<file path="config.mk">
export PLATFORM = sky130hd
export DESIGN_NAME = mips_dbus_bridge
export DESIGN_NICKNAME = d
export VERILOG_FILES = /design/src/rtl/mips_bus_pkg.sv /design/src/rtl/bus_timeout_counter.sv /design/src/rtl/mips_dbus_bridge.sv
export SDC_FILE = /design/constraint.sdc
export NUM_CORES = 1
export LEC_CHECK = 0
export ABC_AREA = 1
export CAP_MARGIN = 15
export CELL_PAD_IN_SITES_DETAIL_PLACEMENT = 1
export CELL_PAD_IN_SITES_GLOBAL_PLACEMENT = 2
export CORE_MARGIN = 5
export CORE_UTILIZATION = 20
export DETAILED_ROUTE_END_ITERATION = 8
export PLACE_DENSITY = 0.9
export REMOVE_ABC_BUFFERS = 1
export SYNTH_ARGS = -nofsm -noshare
export SYNTH_HDL_FRONTEND = slang
export SYNTH_SLANG_ARGS = --single-unit
export TNS_END_PERCENT = 100
</file>
<file path="constraint.sdc">
create_clock -name clk -period 1.7 [get_ports clk]
set_input_delay 0.34 -clock clk [delete_from_list [all_inputs] [get_ports clk]]
set_output_delay 0.34 -clock clk [all_outputs]
set_load 0.01 [all_outputs]
</file>
<file path="src/rtl/mips_bus_pkg.sv">
// ---------------------------------------------------------------------------
// mips_bus_pkg
//   Shared definitions for the CPU data-bus bridge:
//     - bus_state_e     : bridge FSM states (IDLE / REQ / DONE)
//     - DEF_EXT_BASE    : default base address of the external window
//     - DEF_EXT_MASK    : default decode mask of the external window
//     - DEF_ERR_DATA    : default read data returned on a timed-out read
//     - ext_window_hit(): address decode for the external window
// ---------------------------------------------------------------------------
package mips_bus_pkg;

    typedef enum logic [1:0] {
        IDLE = 2'd0,
        REQ  = 2'd1,
        DONE = 2'd2
    } bus_state_e;

    localparam logic [31:0] DEF_EXT_BASE = 32'hFFFF_0000;
    localparam logic [31:0] DEF_EXT_MASK = 32'hFFFF_0000;
    localparam logic [31:0] DEF_ERR_DATA = 32'hDEAD_BEEF;

    // Decode is done at a fixed wide width so one function serves any
    // ADDR_W up to 64; callers zero-extend their operands.
    localparam int DECODE_W = 64;

    function automatic logic ext_window_hit(
        input logic [DECODE_W-1:0] addr,
        input logic [DECODE_W-1:0] base,
        input logic [DECODE_W-1:0] mask
    );
        return (addr & mask) == base;
    endfunction

endpackage

</file>
<file path="src/rtl/bus_timeout_counter.sv">
// ---------------------------------------------------------------------------
// bus_timeout_counter
//   Counts enabled cycles since the last clear and flags the cycle that is
//   the LIMIT-th enabled cycle, so the owner can abort in that same cycle.
//
//   Ports:
//     clk     in  system clock
//     rst     in  synchronous active-low reset
//     clear   in  restart the count at zero
//     enable  in  count this cycle
//     expired out this enabled cycle is the LIMIT-th one since clear
// ---------------------------------------------------------------------------
module bus_timeout_counter #(
    parameter int LIMIT = 255
) (
    input  logic clk,
    input  logic rst,
    input  logic clear,
    input  logic enable,
    output logic expired
);

    localparam int CNT_W = $clog2(LIMIT + 1);
    localparam logic [CNT_W-1:0] LAST = CNT_W'(LIMIT - 1);
    localparam logic [CNT_W-1:0] MAXV = CNT_W'(LIMIT);

    logic [CNT_W-1:0] count_q;

    // Saturates at LIMIT; the owner leaves the counting state on expiry so
    // the saturation only guards against misuse.
    always_ff @(posedge clk) begin
        if (!rst) begin
            count_q <= '0;
        end else if (clear) begin
            count_q <= '0;
        end else if (enable && (count_q != MAXV)) begin
            count_q <= count_q + 1'b1;
        end
    end

    // count_q holds the number of enabled cycles already completed, so the
    // current cycle is number count_q+1.
    assign expired = enable && (count_q == LAST);

endmodule

</file>
<file path="src/rtl/mips_dbus_bridge.sv">
// ---------------------------------------------------------------------------
// mips_dbus_bridge
//   Routes CPU data accesses either to the internal dual-port memory
//   (zero-wait pass-through) or to an external bus window with a
//   request/ready handshake, CPU stall, wait-state timeout and error report.
//
//   Ports:
//     clk, rst                    clock, synchronous active-low reset
//     cpu_read_en/cpu_write_en    CPU access request (both => write)
//     cpu_addr, cpu_write_data    CPU address / store data
//     cpu_read_data, cpu_stall    load data / pipeline hold
//     mem_*                       internal memory port (combinational)
//     ext_read_en/ext_write_en    registered external strobes, held to ready
//     ext_addr, ext_write_data    registered external address / data
//     ext_data_in, ext_ready      external read data / completion
//     bus_error                   one-cycle pulse on timeout
//     bus_error_sticky            set on any timeout, cleared by reset only
// ---------------------------------------------------------------------------
module mips_dbus_bridge
    import mips_bus_pkg::*;
#(
    parameter int                DATA_W   = 32,
    parameter int                ADDR_W   = 32,
    parameter logic [ADDR_W-1:0] EXT_BASE = ADDR_W'(DEF_EXT_BASE),
    parameter logic [ADDR_W-1:0] EXT_MASK = ADDR_W'(DEF_EXT_MASK),
    parameter int                TIMEOUT  = 255,
    parameter logic [DATA_W-1:0] ERR_DATA = DATA_W'(DEF_ERR_DATA)
) (
    input  logic              clk,
    input  logic              rst,

    input  logic              cpu_read_en,
    input  logic              cpu_write_en,
    input  logic [ADDR_W-1:0] cpu_addr,
    input  logic [DATA_W-1:0] cpu_write_data,
    output logic [DATA_W-1:0] cpu_read_data,
    output logic              cpu_stall,

    output logic              mem_read_en,
    output logic              mem_write_en,
    output logic [ADDR_W-1:0] mem_addr,
    output logic [DATA_W-1:0] mem_write_data,
    input  logic [DATA_W-1:0] mem_read_data,

    output logic              ext_read_en,
    output logic              ext_write_en,
    output logic [ADDR_W-1:0] ext_addr,
    output logic [DATA_W-1:0] ext_write_data,
    input  logic [DATA_W-1:0] ext_data_in,
    input  logic              ext_ready,

    output logic              bus_error,
    output logic              bus_error_sticky
);

    bus_state_e        state_q, state_d;
    logic              dir_wr_q;     // latched direction: 1 = write
    logic [DATA_W-1:0] rdata_q;      // data handed to the CPU in DONE
    logic              tmo_expired;

    logic cpu_access;
    logic cpu_rd_only;
    logic is_ext;

    assign cpu_access  = cpu_read_en | cpu_write_en;
    assign cpu_rd_only = cpu_read_en & ~cpu_write_en;
    assign is_ext      = ext_window_hit(DECODE_W'(cpu_addr),
                                        DECODE_W'(EXT_BASE),
                                        DECODE_W'(EXT_MASK));

    // Address and store data always track the CPU; only the enables are
    // qualified, so the memory never sees a stray strobe.
    assign mem_addr       = cpu_addr;
    assign mem_write_data = cpu_write_data;

    // Counter restarts while idle, so each transaction gets a full window.
    bus_timeout_counter #(
        .LIMIT (TIMEOUT)
    ) u_timeout (
        .clk     (clk),
        .rst     (rst),
        .clear   (state_q == IDLE),
        .enable  (state_q == REQ),
        .expired (tmo_expired)
    );

    // ---------------- state register ----------------
    always_ff @(posedge clk) begin
        if (!rst) begin
            state_q <= IDLE;
        end else begin
            state_q <= state_d;
        end
    end

    // ---------------- next state / combinational outputs ----------------
    always_comb begin
        state_d       = state_q;
        cpu_stall     = 1'b0;
        cpu_read_data = '0;
        mem_read_en   = 1'b0;
        mem_write_en  = 1'b0;

        case (state_q)
            IDLE: begin
                if (cpu_access && is_ext) begin
                    cpu_stall = 1'b1;
                    state_d   = REQ;
                end else begin
                    mem_read_en  = cpu_rd_only;
                    mem_write_en = cpu_write_en;
                    if (cpu_rd_only) begin
                        cpu_read_data = mem_read_data;
                    end
                end
            end
            REQ: begin
                cpu_stall = 1'b1;
                // Ready takes priority over an expiry in the same cycle.
                if (ext_ready || tmo_expired) begin
                    state_d = DONE;
                end
            end
            DONE: begin
                // The stale request is still on the CPU port; ignore it.
                cpu_read_data = dir_wr_q ? '0 : rdata_q;
                state_d       = IDLE;
            end
            default: begin
                state_d = IDLE;
            end
        endcase
    end

    // ---------------- external bus datapath ----------------
    always_ff @(posedge clk) begin
        if (!rst) begin
            ext_read_en      <= 1'b0;
            ext_write_en     <= 1'b0;
            ext_addr         <= '0;
            ext_write_data   <= '0;
            dir_wr_q         <= 1'b0;
            rdata_q          <= '0;
            bus_error        <= 1'b0;
            bus_error_sticky <= 1'b0;
        end else begin
            bus_error <= 1'b0;
            case (state_q)
                IDLE: begin
                    if (cpu_access && is_ext) begin
                        ext_addr       <= cpu_addr;
                        ext_write_data <= cpu_write_data;
                        dir_wr_q       <= cpu_write_en;
                        ext_write_en   <= cpu_write_en;
                        ext_read_en    <= ~cpu_write_en;
                    end
                end
                REQ: begin
                    if (ext_ready) begin
                        ext_read_en  <= 1'b0;
                        ext_write_en <= 1'b0;
                        rdata_q      <= ext_data_in;
                    end else if (tmo_expired) begin
                        ext_read_en      <= 1'b0;
                        ext_write_en     <= 1'b0;
                        rdata_q          <= ERR_DATA;
                        bus_error        <= 1'b1;
                        bus_error_sticky <= 1'b1;
                    end
                end
                default: begin
                end
            endcase
        end
    end

endmodule

</file>
==> results summary, run 1 <==
The number of vias after detailed routing came out at 6001. The element type at the critical path end is an output port. The number of buffers inserted by port buffering came out at 299.

Yosys printed 0 warnings. For this design, the sink count on the clock tree is 111. The number of inserted filler cells in the final layout came out at 3116. In this run the power density over the cells is 576 nW/um^2. The cell with the most instances after synthesis is nand2_1. The register area came out at 2230 um^2.

For the worst-skew pair, the clock arrives at the later sink with an insertion delay of 0.35 ns. The global-route wire length before repair came out at 35.9 mm. Data on the critical path arrives at its endpoint at 1.64 ns.

The required time reported for the critical path endpoint came out at 1.36 ns. The setup-violating endpoint count in the final report came out at 35. Static timing analysis puts the maximum clock frequency at 0.504 GHz. The global-route track usage on met2 is 26.0%. Global routing used 14.6% of the available tracks across all layers. The tool flagged a number of max-cap violations equal to 0.

The async set or reset register ratio after synthesis is 0%. VDD sags by at most 0.396 mV. The first-pass iteration count of the detailed router came out at 4.

The global routing's busiest layer is met2. The post-layout instance count excluding filler cells is 1363. The checks that failed: negative setup slack.

The gate count of the mapped netlist came out at 707. The register area share after synthesis came out at 42.0%. The design draws 5490 uW. The worst setup path is launched from a register. The floorplan step defined a core boundary enclosing 26100 um^2.

The met3 demand-to-capacity share in global routing came out at 4.80%. The net switching power figure came out at 1360 uW. In the final layout, the multi-input gates occupy 2120 um^2.

The count of state elements after synthesis came out at 111. The total clock buffers created by CTS came out at 9. Setup repair after global routing could not meet its margin everywhere.

The number of enable-type register cells in the synthesized netlist came out at 0. The switching share of total power is 24.9%. The critical path is of the register to output port type. The final critical-path share of the clock period came out at 117%. The initial core utilization came out at 20.3%. The H-tree generated during clock tree synthesis spans 3 levels. The slew at the pin closest to its max-slew limit is 0.554 ns. Using the TritonRoute via totals, the vias-per-cell ratio works out to 4.40. For this run, the leading register cell type out of synthesis is dfxtp_1. The floorplan step set the die width to 173 um. The I/O pin total is 300.

The post-synthesis to final-layout area growth is 80.0%. Global routing consumed, on the met1 layer, 17.2% of the routing resources. The combinational share of power came out at 14.2%.

The internal power is 4120 uW. The post-synthesis instance area came out at 5290 um^2. The via count of the first global-routing pass was 6359.

The number of placement rows came out at 59. The worst-path maximum fanout came out at 5. By area the synthesized netlist is led by dfxtp_1 42%, nand4_1 10%, buf_4 9.2%.

Entering global routing, the biggest net connects 69 pins. The worst-case setup margin in the final layout came out at -0.284 ns. The sequential share of power is 47.3%. The number of design rule violations left after detail routing came out at 0. The flow ran to the end, but the final reports show violations.

The fraction of final layout cells with drive strength greater than 1 is 23.6%. The number of antenna-violating nets in the routed design came out at 0. The share of power burned in the clock network is 38.5%. For this design, the CTS-stage hold fixing added 0 buffers. The area of the die came out at 29800 um^2. The number of hold-slack violations in the final timing report is 0. The number of buffers on the longest clock path is 2. The final critical delay including setup and external delays came out at 1.98 ns. The CTS root buffer is clkbuf_16. In this run the tightest slew margin relative to its limit is 63.1%. The path category of the worst min-delay check is register to register. The number of DRC markers in iteration 0 is 176. The leading area contributor after synthesis is dfxtp_1. After synthesis, the most frequently instantiated cells are 128 x nand2_1, 111 x dfxtp_1, 88 x inv_1. The die span in y is 173 um. Between clock sinks in the finished design, the worst skew comes to 0.0118 ns. The mean instance size in the synthesized netlist is 7.48 um^2.

The count of final max-slew check failures came out at 0. Dividing the detail-routed wire length by the instance count gives 17.8 um. The placed cell count came out at 1308. The routability congestion estimate from global placement came out at 0.750.

The final-stage net count is 1158. The count of cell types in the netlist is 26. Summed over all layers, the routed wires come to 24.3 mm.

Global routing finished with a remaining overflow of 0. TritonCTS built the clock tree. Once detailed placement completed, the half-perimeter wirelength came to 16.2 mm.

The post-CTS clock slew at the launch and capture registers of the worst setup and hold paths came out at 0.09 ns. The number of antenna violations at the first check in global routing is 0. The area share of the leading cell type in the synthesized netlist is 42.0%. The leakage power figure came out at 0.00404 uW.

The antenna cell count came out at 0.
-- placed cells by master, fill, tap and decap left out, types with 2 or more instances in the layout --
cell type	synthesis	final
clkdlybuf4s50_1	0	196
dfxtp_1	111	108
nand2_1	128	102
nand4_1	85	85
inv_1	88	83
a21oi_1	83	76
buf_4	65	76
dlygate4sd2_1	0	45
buf_2	23	43
o21ai_1	11	32
buf_6	5	27
o211ai_1	24	24
nand2_2	0	23
clkbuf_16	0	15
buf_12	0	15
nor2_1	14	10
inv_2	4	8
a21oi_2	0	7
dlymetal6s2s_1	0	5
nand3b_1	4	4
nor2_4	1	4
nand3_1	4	4
buf_16	0	4
nand2_4	0	3
nor2_2	2	3
o21ai_0	24	3
inv_8	0	3
ha_1	2	2
clkinv_4	0	2
buf_8	0	2
dfxtp_2	0	2
-- path summary, 6_finish.rpt --
kind	cells after the start	end	slack [ns]	startpoint
worst max register to register	10	ext_write_data[17]	0	state_q[0]
worst min register to register	2	ext_addr[25]	0.45	ext_addr[25]
worst min-delay path	2	ext_addr[25]	0.45	ext_addr[25]
worst max-delay path	8	cpu_read_data[20]	-0.28	state_q[0]
-- flip-flops by register name (all words and copies together) (netlist names) --
| signal | flops |
|---|---|
| bus_error | 1 |
| ext_write_en | 1 |
| ext_read_en | 1 |
| ext_write_data | 32 |
| ext_addr | 32 |
| state_q | 2 |
| dir_wr_q | 1 |
| bus_error_sticky | 1 |
| rdata_q | 32 |
| u_timeout.count_q | 8 |
-- per-stage QoR --
stage	worst slack, ns	instance area [um^2]	utilization [%]	TNS (ns)	hold slack (ns)
3_5_place_dp	-0.925	8690	33.4	-78.62	0.440
3_3_place_gp	-0.895	8690	33.4	-73.21	0.435
6_report	-0.284	9520	36.5	-5.84	0.451
5_1_grt	-0.387	9520	36.5	-10.93	0.469
4_1_cts	-0.310	9180	35.2	-7.32	0.452
2_1_floorplan	-3.56	4550	-	-308.56	0.432
-- power groups by stage --
stage               registers [uW]  clock network (uW)  logic (uW)
global route                  2600                2310         829
finish                        2600                2110         778
CTS                           2600                2210         784
floorplan                     2660                   0        82.7
global placement              2660                   0         845
detailed placement            2660                   0         850
-- critical path, stage by stage (launching register included) --
cell and delay [ns]:
dfxtp_2 0.34, buf_6 0.11, nor2_4 0.18, buf_12 0.14
buf_16 0.11, buf_4 0.10, nand4_1 0.08, o21ai_1 0.08
buf_2 0.14
-- cells by family after synthesis --
group	share of synthesized area (%)
AND/OR/NAND/NOR	21.9
adder cells (fa/ha/maj)	0.473
flip-flops	42.0
buffers and inverters	20.6
AO/OA/AOI/OAI	14.8
XOR/XNOR	0.166
-- layout make-up --
cell class              count  area share (%)
clock buffers              10            2.40
inverters                  93            3.73
well taps                 335            4.40
multi-input cells         388            22.3
repair buffers            420            43.1
flip-flops and latches    111            23.4
clock inverters             6           0.631
-- layer usage --
metal	wire (um)	vias up
met3	1720	19
met2	12000	217
li1	-	2932
met1	10200	2833
met5	0	-
met4	350	0
-- what timing repair did --
item | CTS | global route
setup buffers | 20 | 6
setup endpoints to repair | 162 | 111
gates cloned | 5 | 12
gates resized for setup | 320 | 60
pin swaps | 22 | 23
Power figures use the tool's default switching activity.
==> run 2: changes to the inputs <==
--- a/config.mk
+++ b/config.mk
@@ -9,7 +9,7 @@
 export CAP_MARGIN = 15
 export CELL_PAD_IN_SITES_DETAIL_PLACEMENT = 1
 export CELL_PAD_IN_SITES_GLOBAL_PLACEMENT = 2
-export CORE_MARGIN = 5
+export CORE_MARGIN = 8
 export CORE_UTILIZATION = 20
 export DETAILED_ROUTE_END_ITERATION = 8
 export PLACE_DENSITY = 0.9
==> run 2 against run 1 <==
Compared with the run above:
- the flow still finishes with violations (negative setup slack)
- die area up 7.1%
- total power rose by 5.3%
- maximum frequency rose by 7.9%
- count of clock-buffer cells in the layout is 1 lower
- via count shrank 0.32%
- critical path depth decreased by 1
- flip-flop and latch count did not move
- combinational power grew 11%
- first-iteration DRC count up 2.3%
==> results summary, run 2 (same netlist as run 1, synthesis figures left out) <==
The via count of the first global-routing pass is 6407. The post-synthesis to final-layout area growth is 81.8%. The switching share of total power came out at 25.1%. The global-route wire length before repair came out at 36.2 mm.

The number of hold-slack violations in the final timing report came out at 0. The routability congestion estimate from global placement came out at 0.780. The required time reported for the critical path endpoint is 1.36 ns. The number of antenna violations at the first check in global routing was 1.

The area after detailed placement came out at 8760 um^2. The largest registers in the layout are ext_addr (32), ext_write_data (32), rdata_q (32). The number of vias after detailed routing came out at 5982. The slew at the pin closest to its max-slew limit is 0.467 ns. The I/O pin total came out at 300. The fraction of final layout cells with drive strength greater than 1 is 21.9%. The combinational share of power came out at 14.9%. The internal power is 4330 uW. The path category of the worst min-delay check is register to register. For this run, design rule violations remaining after detail routing come to 0.

The worst setup path is launched from a register. The initial core utilization came out at 20.4%. Of the total power, registers draw 44.9%. The global-route usage over all layers came out at 14.5%. The HPWL after detailed placement is 17.5 mm. The worst-path maximum fanout came out at 7. The post-CTS clock slew at the launch and capture registers of the worst setup and hold paths came out at 0.08 ns. After global routing the overflow that remains totals 0.

The count of final max-slew check failures is 0. The critical path in this run is classified as register to output port. The worst-case headroom to the max-slew limit is 68.9%. TritonCTS created 9 clock buffers. The filler cells instantiated in the layout total 3091. The leakage power figure is 0.00407 uW.

The wire length reported by the detailed router came out at 24.9 mm. The net count of the finished layout is 1159. The element type at the critical path end is an output port.

The die span in y is 179 um. Across all setup checks in the final design, the least slack found is -0.139 ns. The checks that failed: negative setup slack. The number of buffers added to fix hold violations after cts is 0. The number of placement rows came out at 59.

The fmax is 0.544 GHz. The worst setup slack before clock tree synthesis is -0.999 ns. The number of clock sinks came out at 111. The area of the die came out at 31900 um^2.

The number of buffers inserted by port buffering is 299. The clock skew is 0.0127 ns. At the worst endpoint, the arrival time is 1.50 ns. The number of antenna-violating nets in the routed design is 0. The first detailed-routing pass took 4 iterations. CTS placed an instance of clkbuf_16 at the clock tree root. Setup repair after global routing could not meet its margin everywhere. The library cell used most frequently in the layout, excluding fill and tap cells, is clkdlybuf4s50_1. The share of power burned in the clock network is 40.2%. The later pin in the worst-skew pair is clocked with a latency of 0.36 ns. The max-cap check violation count is 0. The run finished, with violations left.

The die is 179 um wide. The core region is 26000 um^2. Subtracting the final worst setup slack from the clock period gives 1.84 ns. For this design the ratio of total power to cell area is 601 nW/um^2. Dividing the detail-routed via count by the number of cells gives 4.39. The net switching power figure came out at 1450 uW.

The number of antenna diodes in the final layout is 0. The count of H-tree levels built during CTS came out at 3. In the finished design, the share of the clock period the worst path needs comes to 108%. The pin count of the biggest net entering global routing is 69. Setup violations remaining at the end of the flow were counted as 35. TritonCTS built the clock tree. The post-route standard cell area excluding fillers came out at 9620 um^2. For the final routed database, the setup TNS stands at -2.80 ns. The first routing iteration left 180 violations. IR analysis of the VDD net gives a maximum drop of 0.562 mV. The post-detailed-route wirelength per cell came out at 18.2 um.

In the layout the commonest cells are 197 x clkdlybuf4s50_1, 117 x nand2_1, 108 x dfxtp_1, 85 x inv_1, 85 x nand4_1. The number of buffers on the longest clock path came out at 2.
## run 2: final timing paths
kind | cells after the start | to | from | slack [ns]
hold / removal | 2 | ext_addr[31] | ext_addr[31] | 0.45
setup / recovery | 7 | cpu_read_data[31] | state_q[0] | -0.14
setup reg to reg | 9 | ext_write_data[25] | state_q[0] | 0.09
hold reg to reg | 2 | ext_addr[31] | ext_addr[31] | 0.45
## run 2: what timing repair did
| action | 4_1_cts | 5_1_grt |
|---|---|---|
| gates resized for setup | 350 | 42 |
| buffers inserted | 22 | 7 |
| endpoints found under the setup margin | 167 | 71 |
| endpoints found under the hold margin | 0 | 0 |
| gates cloned | 8 | 2 |
| pin swaps | 37 | 18 |
## run 2: per-stage QoR
stage               cells  total power, uW  utilization, %  hold WS (ns)
floorplan             592             2740               -         0.432
global placement     1312             3500            33.7         0.435
detailed placement   1312             3510            33.7         0.439
CTS                  1357             5870            36.2         0.451
global route         1364             6050            37.0         0.473
finish               1364             5780            37.0         0.448
## run 2: worst max-delay path: stages, from the launching register on
cell,delay [ns]
dfxtp_2,0.34
nor2_4,0.13
buf_12,0.17
buf_12,0.11
buf_12,0.10
nand4_1,0.06
o21ai_1,0.09
buf_2,0.15
## run 2: per-layer routing
metal	up-vias	part of all wire (%)	global-route usage (%)
met5	-	0.036	0
met4	2	1.0	2.86
met3	16	9.3	5.37
met2	212	50	25.9
met1	2819	40	16.3
li1	2933	-	-
## run 2: final cells by class
type,instances,area [um^2],area share [%]
Clock inverter,7,105,1.09
Multi-Input combinational cell,388,2120,22.0
Inverter,93,354,3.68
Clock buffer,9,225,2.34
Tap cell,335,419,4.36
Timing Repair Buffer,421,4170,43.3
Sequential cell,111,2230,23.2
## run 2: power by group through the flow
stage	Clock (uW)	Sequential, uW	Combinational [uW]
detailed placement	0	2660	851
floorplan	0	2660	82.7
CTS	2430	2600	847
global route	2540	2600	912
finish	2320	2600	862
global placement	0	2660	845
==> run 3: changes to the inputs <==
--- a/config.mk
+++ b/config.mk
@@ -10,9 +10,10 @@
 export CELL_PAD_IN_SITES_DETAIL_PLACEMENT = 1
 export CELL_PAD_IN_SITES_GLOBAL_PLACEMENT = 2
 export CORE_MARGIN = 8
-export CORE_UTILIZATION = 20
+export CORE_UTILIZATION = 30
 export DETAILED_ROUTE_END_ITERATION = 8
-export PLACE_DENSITY = 0.9
+export DONT_BUFFER_PORTS = 1
+export PLACE_DENSITY = 0.82
 export REMOVE_ABC_BUFFERS = 1
 export SYNTH_ARGS = -nofsm -noshare
 export SYNTH_HDL_FRONTEND = slang
==> run 3 against run 2 <==
Compared with the run above:
- the flow still finishes with violations (negative setup slack)
- sequential power barely moved
- register-to-register slack better by 0.05 ns
- largest cell class is now registers
- combinational power is 82% lower
- die area is 31% lower
- count of clock-buffer cells in the layout did not move
- via count shrank 23%
- cell count fell by 36%
- worst setup slack better by 0.018 ns
- clock skew increased by 0.0025 ns
- hold slack lost 0.38 ns
==> results summary, run 3 (same netlist as run 1, synthesis figures left out) <==
The critical hold path startpoint is ext_ready. The region available for standard cell placement spans 17300 um^2. The source-to-sink clock delay at the later pin of the worst-skew pair is 0.36 ns. The fmax came out at 0.549 GHz. The worst-case headroom to the max-slew limit is 76.2%. The antenna cell count came out at 0.

The worst path arrival time came out at 1.48 ns. The run finished, with violations left. After global routing the overflow that remains totals 0.

The number of antenna violations at the first check in global routing came out at 0. The share of power burned in the clock network came out at 43.6%. Per report_power, the combinational group accounts for 3.2% of the total.

The sequential share of power came out at 53.3%. The global-route usage over all layers came out at 16.3%. The number of vias after detailed routing came out at 4629. The post-CTS clock slew at the launch and capture registers of the worst setup and hold paths is 0.08 ns.

The post-detailed-route via-to-cell ratio came out at 5.30. Setup violations remaining at the end of the flow were counted as 32. The tightest min-delay check is of the input port to register type. The via count of the first global-routing pass came out at 4959. The startpoint identified for the worst register-to-register timing path is u_timeout.count_q[0]. The count of final max-slew check failures came out at 0. For the pin with the worst max-slew slack, the measured transition is 0.356 ns. The worst setup path is of the register to output port kind. The die is 149 um tall. Clock tree synthesis found a total of 111 sinks.

The startpoint type of the worst setup path is a register. Leaving out fill and tap cells, the most frequent cell in the layout is nand2_1. The final reports fail on negative setup slack.

The largest registers in the layout are ext_addr (32), ext_write_data (32), rdata_q (32). Power spread over the standard cell area amounts to 814 nW/um^2. The number of clock buffers added by TritonCTS is 9. The worst-path maximum fanout is 8. The number of buffers added to fix hold violations after cts is 0.

The internal power is 3680 uW. The number of hold-slack violations in the final timing report came out at 0. The switching share of total power is 24.4%. The wire length reported by the detailed router came out at 19.5 mm. The number of placement rows came out at 48.

The H-tree was split into 3 levels. The post-route netlist has 17.3% of its cells at a drive strength greater than 1. The post-detailed-route wirelength per cell came out at 22.4 um. After detailed placement, the design holds a cell count of 836. The cell sitting at the root of the clock tree is a clkbuf_16.

The post-synthesis to final-layout area growth came out at 13.1%. The HPWL after detailed placement came out at 13.1 mm. The total negative slack for setup checks is -1.80 ns. The routability congestion estimate from global placement came out at 0.735. The final critical delay including setup and external delays came out at 1.82 ns. The net switching power figure is 1190 uW.

Entering global routing, the biggest net connects 70 pins. The first global-routing pass estimated 28.3 mm of wire. The floorplan die width is 149 um.

The critical path starts at state_q[1]. The number of antenna-violating nets in the routed design is 0. Counting along the longest clock path gives a buffer depth of 2.

The number of DRC markers in iteration 0 is 123. The required time reported for the critical path endpoint is 1.36 ns. Input and output buffers added on the ports amount to 0. The number of design rule violations left after detail routing is 0. In the layout the commonest cells are 125 x nand2_1, 108 x dfxtp_1, 86 x inv_1, 85 x nand4_1, 83 x a21oi_1. 300 I/O pins were placed. The area of the die came out at 22100 um^2. Timing analysis after detailed placement gives a worst setup slack of -0.0775 ns. The initial utilization of the core area, before any placement, comes to 30.6%. Max-cap violations in this run came to 0. The clock skew is 0.0152 ns. The analysis attributes to cell leakage a power of 0.00230 uW. The worst-case setup margin in the final layout came out at -0.121 ns.

The first-pass iteration count of the detailed router is 4. TritonCTS built the clock tree. The worst-case IR drop observed on VDD is 0.473 mV. The post-layout instance count excluding filler cells came out at 873. The final-stage net count is 778. Hold timing on the final database bottoms out at a slack of 0.0689 ns. STA classifies the critical path endpoint as an output port. Dividing the final minimum period by the clock period gives 107%. Setup repair after global routing could not meet its margin everywhere.
[run 3: cell type report]
cell class,count,area (um^2)
Clock buffer,9,225
Clock inverter,7,76.3
Fill cell,2049,11300
Inverter,93,355
Multi-Input combinational cell,388,2220
Sequential cell,111,2230
Tap cell,225,282
Timing Repair Buffer,40,596
[run 3: per-stage QoR]
step / util [%] / cell area [um^2] / power, uW
2_1_floorplan: - / 4550 / 2740
3_3_place_gp: 29.5 / 5100 / 2790
3_5_place_dp: 29.5 / 5100 / 2790
4_1_cts: 33.1 / 5730 / 4950
5_1_grt: 34.6 / 5990 / 5080
6_report: 34.6 / 5990 / 4870
[run 3: worst paths after layout]
| path | to | slack (ns) | depth (start not counted) |
|---|---|---|---|
| worst min-delay path | bus_error | 0.07 | 1 |
| worst max register to register | rdata_q[31] | 0.14 | 11 |
| worst min register to register | rdata_q[17] | 0.47 | 2 |
| worst max-delay path | cpu_read_data[12] | -0.12 | 6 |
[run 3: routing by layer]
metal | track usage [%] | vias to the layer above | wire [um]
met5 | 0 | - | 0
met4 | 4.19 | 0 | 329
met3 | 6.43 | 21 | 1990
met2 | 28.9 | 242 | 9850
met1 | 17.7 | 2205 | 7360
li1 | - | 2161 | -
[run 3: critical path, cell delays in order (launching register included)]
cell	delay, ns
dfxtp_4	0.37
nor2_4	0.13
buf_4	0.13
buf_12	0.11
buf_16	0.12
nand4_1	0.14
o21ai_2	0.13
[run 3: repair_timing]
item                                    CTS  global route
gates cloned                              3             5
setup buffers                             7             9
pin swaps                                11            14
gates resized for setup                  71            27
endpoints found under the setup margin   36           106
[run 3: power groups by stage]
| stage | sequential [uW] | clock [uW] | combinational (uW) |
|---|---|---|---|
| 4_1_cts | 2600 | 2210 | 148 |
| 6_report | 2600 | 2120 | 155 |
| 3_5_place_dp | 2660 | 0 | 130 |
| 2_1_floorplan | 2660 | 0 | 82.7 |
| 5_1_grt | 2600 | 2320 | 166 |
| 3_3_place_gp | 2660 | 0 | 127 |
